<file path="config.mk">
export PLATFORM = sky130hd
export DESIGN_NAME = uart6551_autobaud
export DESIGN_NICKNAME = d
export VERILOG_FILES = /design/src/rtl/uart6551_autobaud.sv
export SDC_FILE = /design/constraint.sdc
export NUM_CORES = 1
export LEC_CHECK = 0
export CAP_MARGIN = 20
export CORE_UTILIZATION = 35
export CTS_CLUSTER_DIAMETER = 120
export DETAILED_ROUTE_END_ITERATION = 8
export DONT_BUFFER_PORTS = 1
export PLACE_DENSITY = 0.61
export SLEW_MARGIN = 5
export SYNTH_ARGS = -nofsm -noshare
export SYNTH_HDL_FRONTEND = slang
export SYNTH_SLANG_ARGS = --single-unit
</file>
<file path="constraint.sdc">
create_clock -name clk_i -period 12.81 [get_ports clk_i]
set_clock_uncertainty 0.15 [all_clocks]
set_input_delay 1.9215 -clock clk_i [delete_from_list [all_inputs] [get_ports clk_i]]
set_output_delay 1.9215 -clock clk_i [all_outputs]
set_load 0.01 [all_outputs]
</file>
<file path="src/rtl/uart6551_autobaud.sv">
// uart6551_autobaud: automatic baud-rate detector for the uart6551 receive
// path. Once armed it times the low start bit of a character whose LSB is 1,
// picks the standard rate whose nominal bit period is closest to the
// measurement, and reports that rate code with its x16 divisor.
//
// Ports:
//   clk_i   - clock (single domain)
//   rst_ni  - asynchronous active-low reset
//   en_i    - arm detector; low aborts any measurement
//   rxd_i   - raw serial input, asynchronous, idle high
//   busy_o  - high while measuring or searching the rate table
//   done_o  - one-cycle pulse, valid rate found (code_o/div_o updated)
//   err_o   - one-cycle pulse, no rate within tolerance or counter saturated
//   code_o  - detected rate code 1..21 (divisor-table numbering)
//   div_o   - x16 divisor for code_o
module uart6551_autobaud #(
  parameter int unsigned pClkFreq     = 100,
  parameter int unsigned pCounterBits = 24,
  parameter int unsigned pTolShift    = 3
) (
  input  logic                    clk_i,
  input  logic                    rst_ni,
  input  logic                    en_i,
  input  logic                    rxd_i,
  output logic                    busy_o,
  output logic                    done_o,
  output logic                    err_o,
  output logic [4:0]              code_o,
  output logic [pCounterBits-1:0] div_o
);

  localparam int unsigned CW = pCounterBits;
  // Clock in units of 0.01 Hz so the fractional rates stay integer.
  localparam logic [63:0] CLK_X100 = 64'(pClkFreq) * 64'd100_000_000;
  localparam logic [CW-1:0] CNT_PRE = {{(CW-1){1'b1}}, 1'b0};

  typedef enum logic [2:0] {
    IDLE, WAIT_HIGH, WAIT_START, MEASURE, SEARCH, RESULT
  } state_t;

  // Baud rate times 100 for each code; zero marks unused codes.
  function automatic logic [31:0] baud_x100(input logic [4:0] k);
    case (k)
      5'd1:    baud_x100 = 32'd5000;
      5'd2:    baud_x100 = 32'd7500;
      5'd3:    baud_x100 = 32'd10992;
      5'd4:    baud_x100 = 32'd13458;
      5'd5:    baud_x100 = 32'd15000;
      5'd6:    baud_x100 = 32'd30000;
      5'd7:    baud_x100 = 32'd60000;
      5'd8:    baud_x100 = 32'd120000;
      5'd9:    baud_x100 = 32'd180000;
      5'd10:   baud_x100 = 32'd240000;
      5'd11:   baud_x100 = 32'd360000;
      5'd12:   baud_x100 = 32'd480000;
      5'd13:   baud_x100 = 32'd720000;
      5'd14:   baud_x100 = 32'd960000;
      5'd15:   baud_x100 = 32'd1920000;
      5'd16:   baud_x100 = 32'd3840000;
      5'd17:   baud_x100 = 32'd5760000;
      5'd18:   baud_x100 = 32'd11520000;
      5'd19:   baud_x100 = 32'd23040000;
      5'd20:   baud_x100 = 32'd46080000;
      5'd21:   baud_x100 = 32'd92160000;
      default: baud_x100 = 32'd0;
    endcase
  endfunction

  // Nominal bit period in clocks, rounded to nearest.
  function automatic logic [CW-1:0] period_of(input logic [31:0] b);
    logic [63:0] q;
    if (b == 32'd0) q = 64'd0;
    else            q = (CLK_X100 + {33'd0, b[31:1]}) / {32'd0, b};
    return q[CW-1:0];
  endfunction

  // x16 divisor, truncated.
  function automatic logic [CW-1:0] divisor_of(input logic [31:0] b);
    logic [63:0] q;
    if (b == 32'd0) q = 64'd0;
    else            q = CLK_X100 / {28'd0, b, 4'd0};
    return q[CW-1:0];
  endfunction

  logic [CW-1:0] per_tab [32];
  logic [CW-1:0] div_tab [32];

  for (genvar g = 0; g < 32; g++) begin : g_tab
    assign per_tab[g] = period_of(baud_x100(5'(g)));
    assign div_tab[g] = divisor_of(baud_x100(5'(g)));
  end

  state_t        state, state_next;
  logic [1:0]    sync;
  logic          rxs;
  logic [CW-1:0] cnt, meas;
  logic [4:0]    k, best_code;
  logic [CW:0]   best_err, cur_err;
  logic          sat, in_tol, fire_done, fire_err;
  logic [CW-1:0] tol;

  assign rxs = sync[1];

  // Two-flop synchroniser for the asynchronous serial line (idle high).
  always_ff @(posedge clk_i or negedge rst_ni) begin
    if (!rst_ni) sync <= 2'b11;
    else         sync <= {sync[0], rxd_i};
  end

  // Distance of the current table entry and tolerance check of the best one.
  always_comb begin
    cur_err = {(CW+1){1'b0}};
    if (meas >= per_tab[k]) cur_err = {1'b0, meas} - {1'b0, per_tab[k]};
    else                    cur_err = {1'b0, per_tab[k]} - {1'b0, meas};
    tol    = per_tab[best_code] >> pTolShift;
    in_tol = (best_err <= {1'b0, tol});
  end

  // FSM state register.
  always_ff @(posedge clk_i or negedge rst_ni) begin
    if (!rst_ni) state <= IDLE;
    else         state <= state_next;
  end

  // FSM next state and result pulses.
  always_comb begin
    state_next = state;
    fire_done  = 1'b0;
    fire_err   = 1'b0;
    if (!en_i) begin
      state_next = IDLE;
    end else begin
      case (state)
        IDLE:       state_next = WAIT_HIGH;
        // Only a line seen high first can give a genuine start edge.
        WAIT_HIGH:  if (rxs) state_next = WAIT_START; else state_next = WAIT_HIGH;
        WAIT_START: if (!rxs) state_next = MEASURE; else state_next = WAIT_START;
        MEASURE: begin
          if (rxs)                 state_next = SEARCH;
          else if (cnt == CNT_PRE) state_next = RESULT;  // counter hits all-ones now
          else                     state_next = MEASURE;
        end
        SEARCH:     if (k == 5'd21) state_next = RESULT; else state_next = SEARCH;
        RESULT: begin
          state_next = IDLE;
          if (sat || !in_tol) fire_err  = 1'b1;
          else                fire_done = 1'b1;
        end
        default:    state_next = IDLE;
      endcase
    end
  end

  // Period counter, capture and sequential minimum-error search.
  always_ff @(posedge clk_i or negedge rst_ni) begin
    if (!rst_ni) begin
      cnt       <= {CW{1'b0}};
      meas      <= {CW{1'b0}};
      sat       <= 1'b0;
      k         <= 5'd0;
      best_code <= 5'd0;
      best_err  <= {(CW+1){1'b0}};
    end else begin
      case (state)
        WAIT_START: begin
          cnt <= {{(CW-1){1'b0}}, 1'b1};
          sat <= 1'b0;
        end
        MEASURE: begin
          if (rxs) begin
            meas      <= cnt;
            k         <= 5'd1;
            best_code <= 5'd1;
            best_err  <= {(CW+1){1'b1}};
          end else begin
            cnt <= cnt + {{(CW-1){1'b0}}, 1'b1};
            if (cnt == CNT_PRE) sat <= 1'b1;
          end
        end
        SEARCH: begin
          // Strictly smaller only, so ties keep the lower code.
          if (cur_err < best_err) begin
            best_err  <= cur_err;
            best_code <= k;
          end
          k <= k + 5'd1;
        end
        default: ;
      endcase
    end
  end

  // Registered outputs; code/div only move on a successful detection.
  always_ff @(posedge clk_i or negedge rst_ni) begin
    if (!rst_ni) begin
      busy_o <= 1'b0;
      done_o <= 1'b0;
      err_o  <= 1'b0;
      code_o <= 5'd0;
      div_o  <= {CW{1'b0}};
    end else begin
      busy_o <= (state_next == MEASURE) || (state_next == SEARCH);
      done_o <= fire_done;
      err_o  <= fire_err;
      if (fire_done) begin
        code_o <= best_code;
        div_o  <= div_tab[best_code];
      end
    end
  end

endmodule

</file>
### Word-level counts from Yosys, hierarchy flattened

Memories as Yosys holds them, arrays and structs flattened. A register that Yosys moved wholly into a read port is not among the register bits.
Index checks and enable logic that the tools add are counted.

* add/sub/neg operators: 4
* order comparisons: 5
* eq/ne operators: 13
* multiplexer cells: 30
* bitwise logic cells: 2
* reduce and logical (&&, ||, !) cells: 12

Operators with widths (count)
* $mux 24: 5
* $mux 25: 3
* $pmux 25 s2: 1
* $sub 24x24->25: 2
* $pmux 24 s2: 1
* $le 25x21->1: 1
* $lt 25x25->1: 1
* $add 24x1->24 const B: 1
* $eq 24x24->1 const B: 1
* $ge 24x24->1: 1
* $pmux 5 s2: 2
* $pmux 3 s5: 1
* $ge 6x6->1 const B: 2
* $not 5->6: 2
* $mux 1: 10
* $mux 5: 2
* $eq 3x2->1 const B: 3
* $eq 3x3->1 const B: 3
* $mux 3: 3
* $ne 2x2->1 const B: 4
* $reduce_and 2->1: 3
* $reduce_and 3->1: 2
* $add 5x1->5 const B: 1
* $eq 5x5->1 const B: 1
* other kinds (7): 10

* register bits: 97
* memory bits (read-only): 2304
* bits of input ports: 4
* output and inout bits: 32
* logic and storage cells: 81
* memories: 3

Memories
* (no name shown): words 32, bits a word 24, read ports 1, clocked after Yosys merged registers in 1, write ports 0, line 207 `div_o <= div_tab[best_code];`
* (no name shown): words 32, bits a word 24, read ports 1, clocked after Yosys merged registers in 0, write ports 0, line 115 `tol = per_tab[best_code] >> pTolShift;`
* (no name shown): words 32, bits a word 24, read ports 1, clocked after Yosys merged registers in 0, write ports 0, line 114 `else cur_err = {1'b0, per_tab[k]} - {1'b0, meas};`

### Longest topological paths before layout

* depth after elaboration: 10
* mapped depth: 28
* mapped depth without buffers: 25

### Worst setup path after synthesis

OpenSTA, ideal clock, no wires.

* path type: register to register
* from: register k[1]
* to: register best_err[20]
* data arrival time: 5467 ps
* data required time: 12535 ps
* path slack: 7068 ps
* stages on the path, launching flop included: 25
* clock period less this slack: 5742 ps
* path through: dfrtp_1 clkbuf_1 inv_1 ha_1 mux4_2 nand2b_1 inv_1 ha_1 buf_6 nand4_1 or3_1 o21ba_4 o21a_4 nor2_4 mux2_4 a21oi_1 xnor2_1 ha_1 nand2_1 a211o_1 a2111oi_0 o21ai_0 nand2_1 clkbuf_1 mux2_2

* longest elaborated chain between the ends: 9
* elaborated cells on any way between the ends: 13

Ends and longest elaborated chain
* from (decl): line 97 `logic [4:0] k, best_code;`
* from (signal assigned): line 186 `k <= k + 5'd1;`
* $not 5->6 (not written as such) (*): line 113, 114
* $mem_v2 32x24 (*)
* $mux 24 (not written as such) (*) (2 in series): line 114
* $sub 24x24->25 (tied with other cells): line 114
* $mux 25 (*): line 113 `if (meas >= per_tab[k]) cur_err = {1'b0, meas} - {1'b0, per_tab[k]};`
* $lt 25x25->1: line 182 `if (cur_err < best_err) begin`
* $ne 2x2->1 (no line)
* $reduce_and 3->1 (no line)
* to (signal assigned): line 162 `best_err <= {(CW+1){1'b0}};`
* to (signal assigned): line 174 `best_err <= {(CW+1){1'b1}};`
* to (signal assigned): line 183 `best_err <= cur_err;`
* to (decl): line 98 `logic [CW:0] best_err, cur_err;`

Every way passes the cells marked *; elsewhere a longest branch is shown, timed or not. The select of a mux whose other input is x is not followed.
A chain may end at the register's enable or synchronous reset.

### Worst setup path after layout

* from: register k[2]
* to: register best_code[1]

* longest elaborated chain between the ends: 9
* elaborated cells on any way between the ends: 11

Ends and longest elaborated chain
* $not 5->6 (not written as such) (*): line 113, 114
* $mem_v2 32x24 (*)
* $mux 24 (not written as such) (*) (2 in series): line 114
* $sub 24x24->25 (tied with other cells): line 114
* $mux 25 (*): line 113
* $lt 25x25->1 (*): line 182
* $ne 2x2->1 (no line) (*)
* $reduce_and 3->1 (no line) (*)
* to (signal assigned): line 184 `best_code <= k;`
* to (decl): line 97

Marks and branches as above.

==> results.txt <==
Synth area leader - dfrtp_1
worst slew pin tran - 1040 ps
Worst EP arrival - 7720 ps
highest-count cells in the layout ignoring fill and taps - dfrtp_1, nand2_1, inv_1, ha_1, nor2_1
Skew-Pair Late Insertion Delay - 420 ps
GRT Overall Usage - 18.3%
r2r startpoint - k[2]$_DFFE_PN0P_
largest net degree at the start of global routing - 115
Final min period - 7590 ps
nets - 1210
Multi-input gate area - 5990 um^2
DP Wirelength - 18800 um
Mapped Area - 9620 um^2
antenna cells - 0
synth-to-layout area growth - 7.44%
worst-path maximum fanout - 33
Yosys reg bits - 114
Worst-path clk slew - 60 ps
number of I/O port buffers - 0
share of post-route cells with drive strength above 1 - 7.80%
final worst path period share - 59.2%
core area - 27000 um^2
largest cells by area after synthesis - dfrtp_1, ha_1, nand2_1, inv_1, a21oi_1
Hold Crit Class - register to register
total vias in the final route - 7877
first-pass GRT wire length - 40900 um
CTS max path bufs - 2
final setup fails - 0
count of final max-slew check failures - 0
drt drc - 0
syn_area_per_cell - 8.45 um^2
fmax - 132 MHz
Setup crit end kind - register
MaxCap Viol Count - 0
initial core utilization - 35.7%
routability congestion estimate - 0.936
WHS Endpoint - sync[1]$_DFF_PN1_
Seq/Total Area, Yosys - 29.7%
wire per inst - 17.0 um
Yosys cell types - 89
FF+latch area - 2860 um^2
Total Neg Setup Slack - 0 ps
Worst setup SP type - register
run status - finished clean
vias in the first global route - 7686
critical path type - register to register
die height - 168 um
Primary FF master, synth - dfrtp_1
hold_buf cts - 0
reg-to-reg slack, setup - 5220 ps
initial antenna violation count - 0
final design utilization - 38.3%
# IOs - 36
commonest non-fill, non-tap cell in the layout - dfrtp_1
synthesized instance count - 1138
Die W - 168 um
clock root buffer - clkbuf_16
fill cell count - 2731
P_leak - 4.86 nW
VDD IR max - 0.000104 V
ys async rst share - 100%
Post-CTS Setup Repair Bufs - 0
Hold Violations, Final - 0
pwr dens - 208 nW/um^2
hold wc startpoint - sync[0]$_DFF_PN1_
Iter 0 DRT Violations - 540
via/cell ratio - 5.41
first-pass iteration count of the detailed router - 7
synth warn - 0
R2R Path End - best_code[1]$_DFFE_PN0P_
post-cts gate resize count - 0
Rel. slew slack - 30.8%
hold path depth - 0
Routed Antenna Nets - 0
Post-synth EDFFs - 0
TritonCTS buffer count - 17
Die Area - 28100 um^2
CTS H-Tree Depth - 4
Worst R2R Path Depth - 25
Rows - 60
TritonCTS Sinks - 114
RSZ-0062 raised after global routing - no
top cell type's share of synthesized area - 29.1%
CTS tree - built
gr ovfl total - 0
Post-Route WL - 24700 um
Worst EP required - 12950 ps
[per-stage QoR]
step	area [um^2]	hold slack, ps	cells	power [mW]	setup WS (ps)
2_1_floorplan	9640	195	1144	1.36	7070
3_3_place_gp	9710	203	1425	1.63	5540
3_5_place_dp	9710	197	1425	1.64	5400
4_1_cts	10300	206	1457	2.15	5350
5_1_grt	10300	212	1457	2.33	4590
6_report	10300	205	1457	2.15	5220
[sequential cells by signal, indices dropped and copies added (netlist names), 2 cells and up]
register   flops
best_code      5
sync           2
meas          24
cnt           24
k              5
state          3
best_err      25
div_o         17
code_o         5
[worst max path at each step]
stage	from	end	slack, ps	cells after the start
2_1_floorplan	k[1]$_DFFE_PN0P_	best_err[20]$_DFFE_PN0P_	7070	24
3_3_place_gp	k[2]$_DFFE_PN0P_	best_code[1]$_DFFE_PN0P_	5540	25
3_5_place_dp	k[2]$_DFFE_PN0P_	best_code[1]$_DFFE_PN0P_	5400	25
4_1_cts	k[2]$_DFFE_PN0P_	best_code[1]$_DFFE_PN0P_	5350	25
5_1_grt	k[2]$_DFFE_PN0P_	best_code[1]$_DFFE_PN0P_	4590	25
6_report	k[2]$_DFFE_PN0P_	best_code[1]$_DFFE_PN0P_	5220	25
[synthesized netlist by cell type (4+ instances only)]
| cell type | n |
|---|---|
| dfrtp_1 | 112 |
| nand2_1 | 108 |
| inv_1 | 105 |
| ha_1 | 101 |
| nor2_1 | 94 |
| a21oi_1 | 75 |
| o21ai_0 | 75 |
| clkbuf_1 | 34 |
| nand3_1 | 34 |
| a21o_1 | 27 |
| mux2i_1 | 27 |
| xor2_1 | 24 |
| nand4_1 | 19 |
| xnor2_1 | 18 |
| nor3_1 | 17 |
| mux2_2 | 16 |
| nand2b_1 | 16 |
| nor2b_1 | 15 |
| o21a_1 | 13 |
| buf_6 | 12 |
| a211oi_1 | 10 |
| a2bb2oi_1 | 10 |
| and3_1 | 9 |
| buf_4 | 8 |
| o22ai_1 | 8 |
| o211ai_1 | 7 |
| a211o_1 | 6 |
| a31oi_1 | 6 |
| buf_2 | 6 |
| o31ai_1 | 6 |
| a2111oi_0 | 5 |
| a221oi_1 | 5 |
| a22oi_1 | 5 |
| and2_1 | 5 |
| nor4_1 | 5 |
| o21bai_1 | 5 |
| o221ai_1 | 5 |
| a21oi_2 | 4 |
| nand3b_1 | 4 |
| or3_1 | 4 |
[power breakdown]
| group | leakage [nW] | internal, mW | switching [mW] |
|---|---|---|---|
| clock network | 0.303 | 0.312 | 0.192 |
| registers | 1.40 | 0.412 | 0.0604 |
| logic | 3.16 | 0.474 | 0.694 |
| total | 4.86 | 1.20 | 0.947 |
[cells by family (layout without fill, tap and decap cells)]
logic type	Yosys count	count (layout)	synth area share, %
adders and majority gates	103	103	13.6
AOI/OAI and AO/OA	309	309	21.8
muxes	47	47	5.31
DFF	114	114	29.7
other	1	7	0.0390
and+or+nand+nor	349	349	17.2
xor gates and xnor gates	43	43	3.99
buffers and inverters	172	144	8.35
[layer usage]
metal | GRT usage, % | up-vias | wire length [um]
met4 | 7.46 | 0 | 744
met3 | 3.40 | 31 | 1140
met1 | 24.5 | 3729 | 11700
met2 | 29.1 | 203 | 11100
met5 | 0 | - | 0
li1 | - | 3914 | -
[final cells by class]
class                      instances  share of cell area (%)
multi-input combinational        858                    57.9
clock inverter                    15                    1.89
timing repair buffer               6                   0.436
inverter                         106                    3.85
clock buffer                      17                    4.12
sequential                       114                    27.6
tap                              341                    4.13
[critical path, cell delays in order (launching register included)]
cell and delay, ps:
dfrtp_1 1030, clkinv_1 530, nor2_1 470, nor2_1 160, nand2_1 90, o311ai_0 120
o21ai_0 360, ha_1 460, a21oi_4 250, a21oi_1 120, o21ba_4 230, o21a_4 150
nor2_4 390, mux2_4 370, a21oi_1 190, xnor2_1 90, ha_1 290, nand2_1 50
a211o_1 250, a2111oi_0 350, o21ai_0 210, nand2_1 430, buf_4 330, nand2_1 150
nand3_1 150, o21ai_0 90
Power figures use the tool's default switching activity.
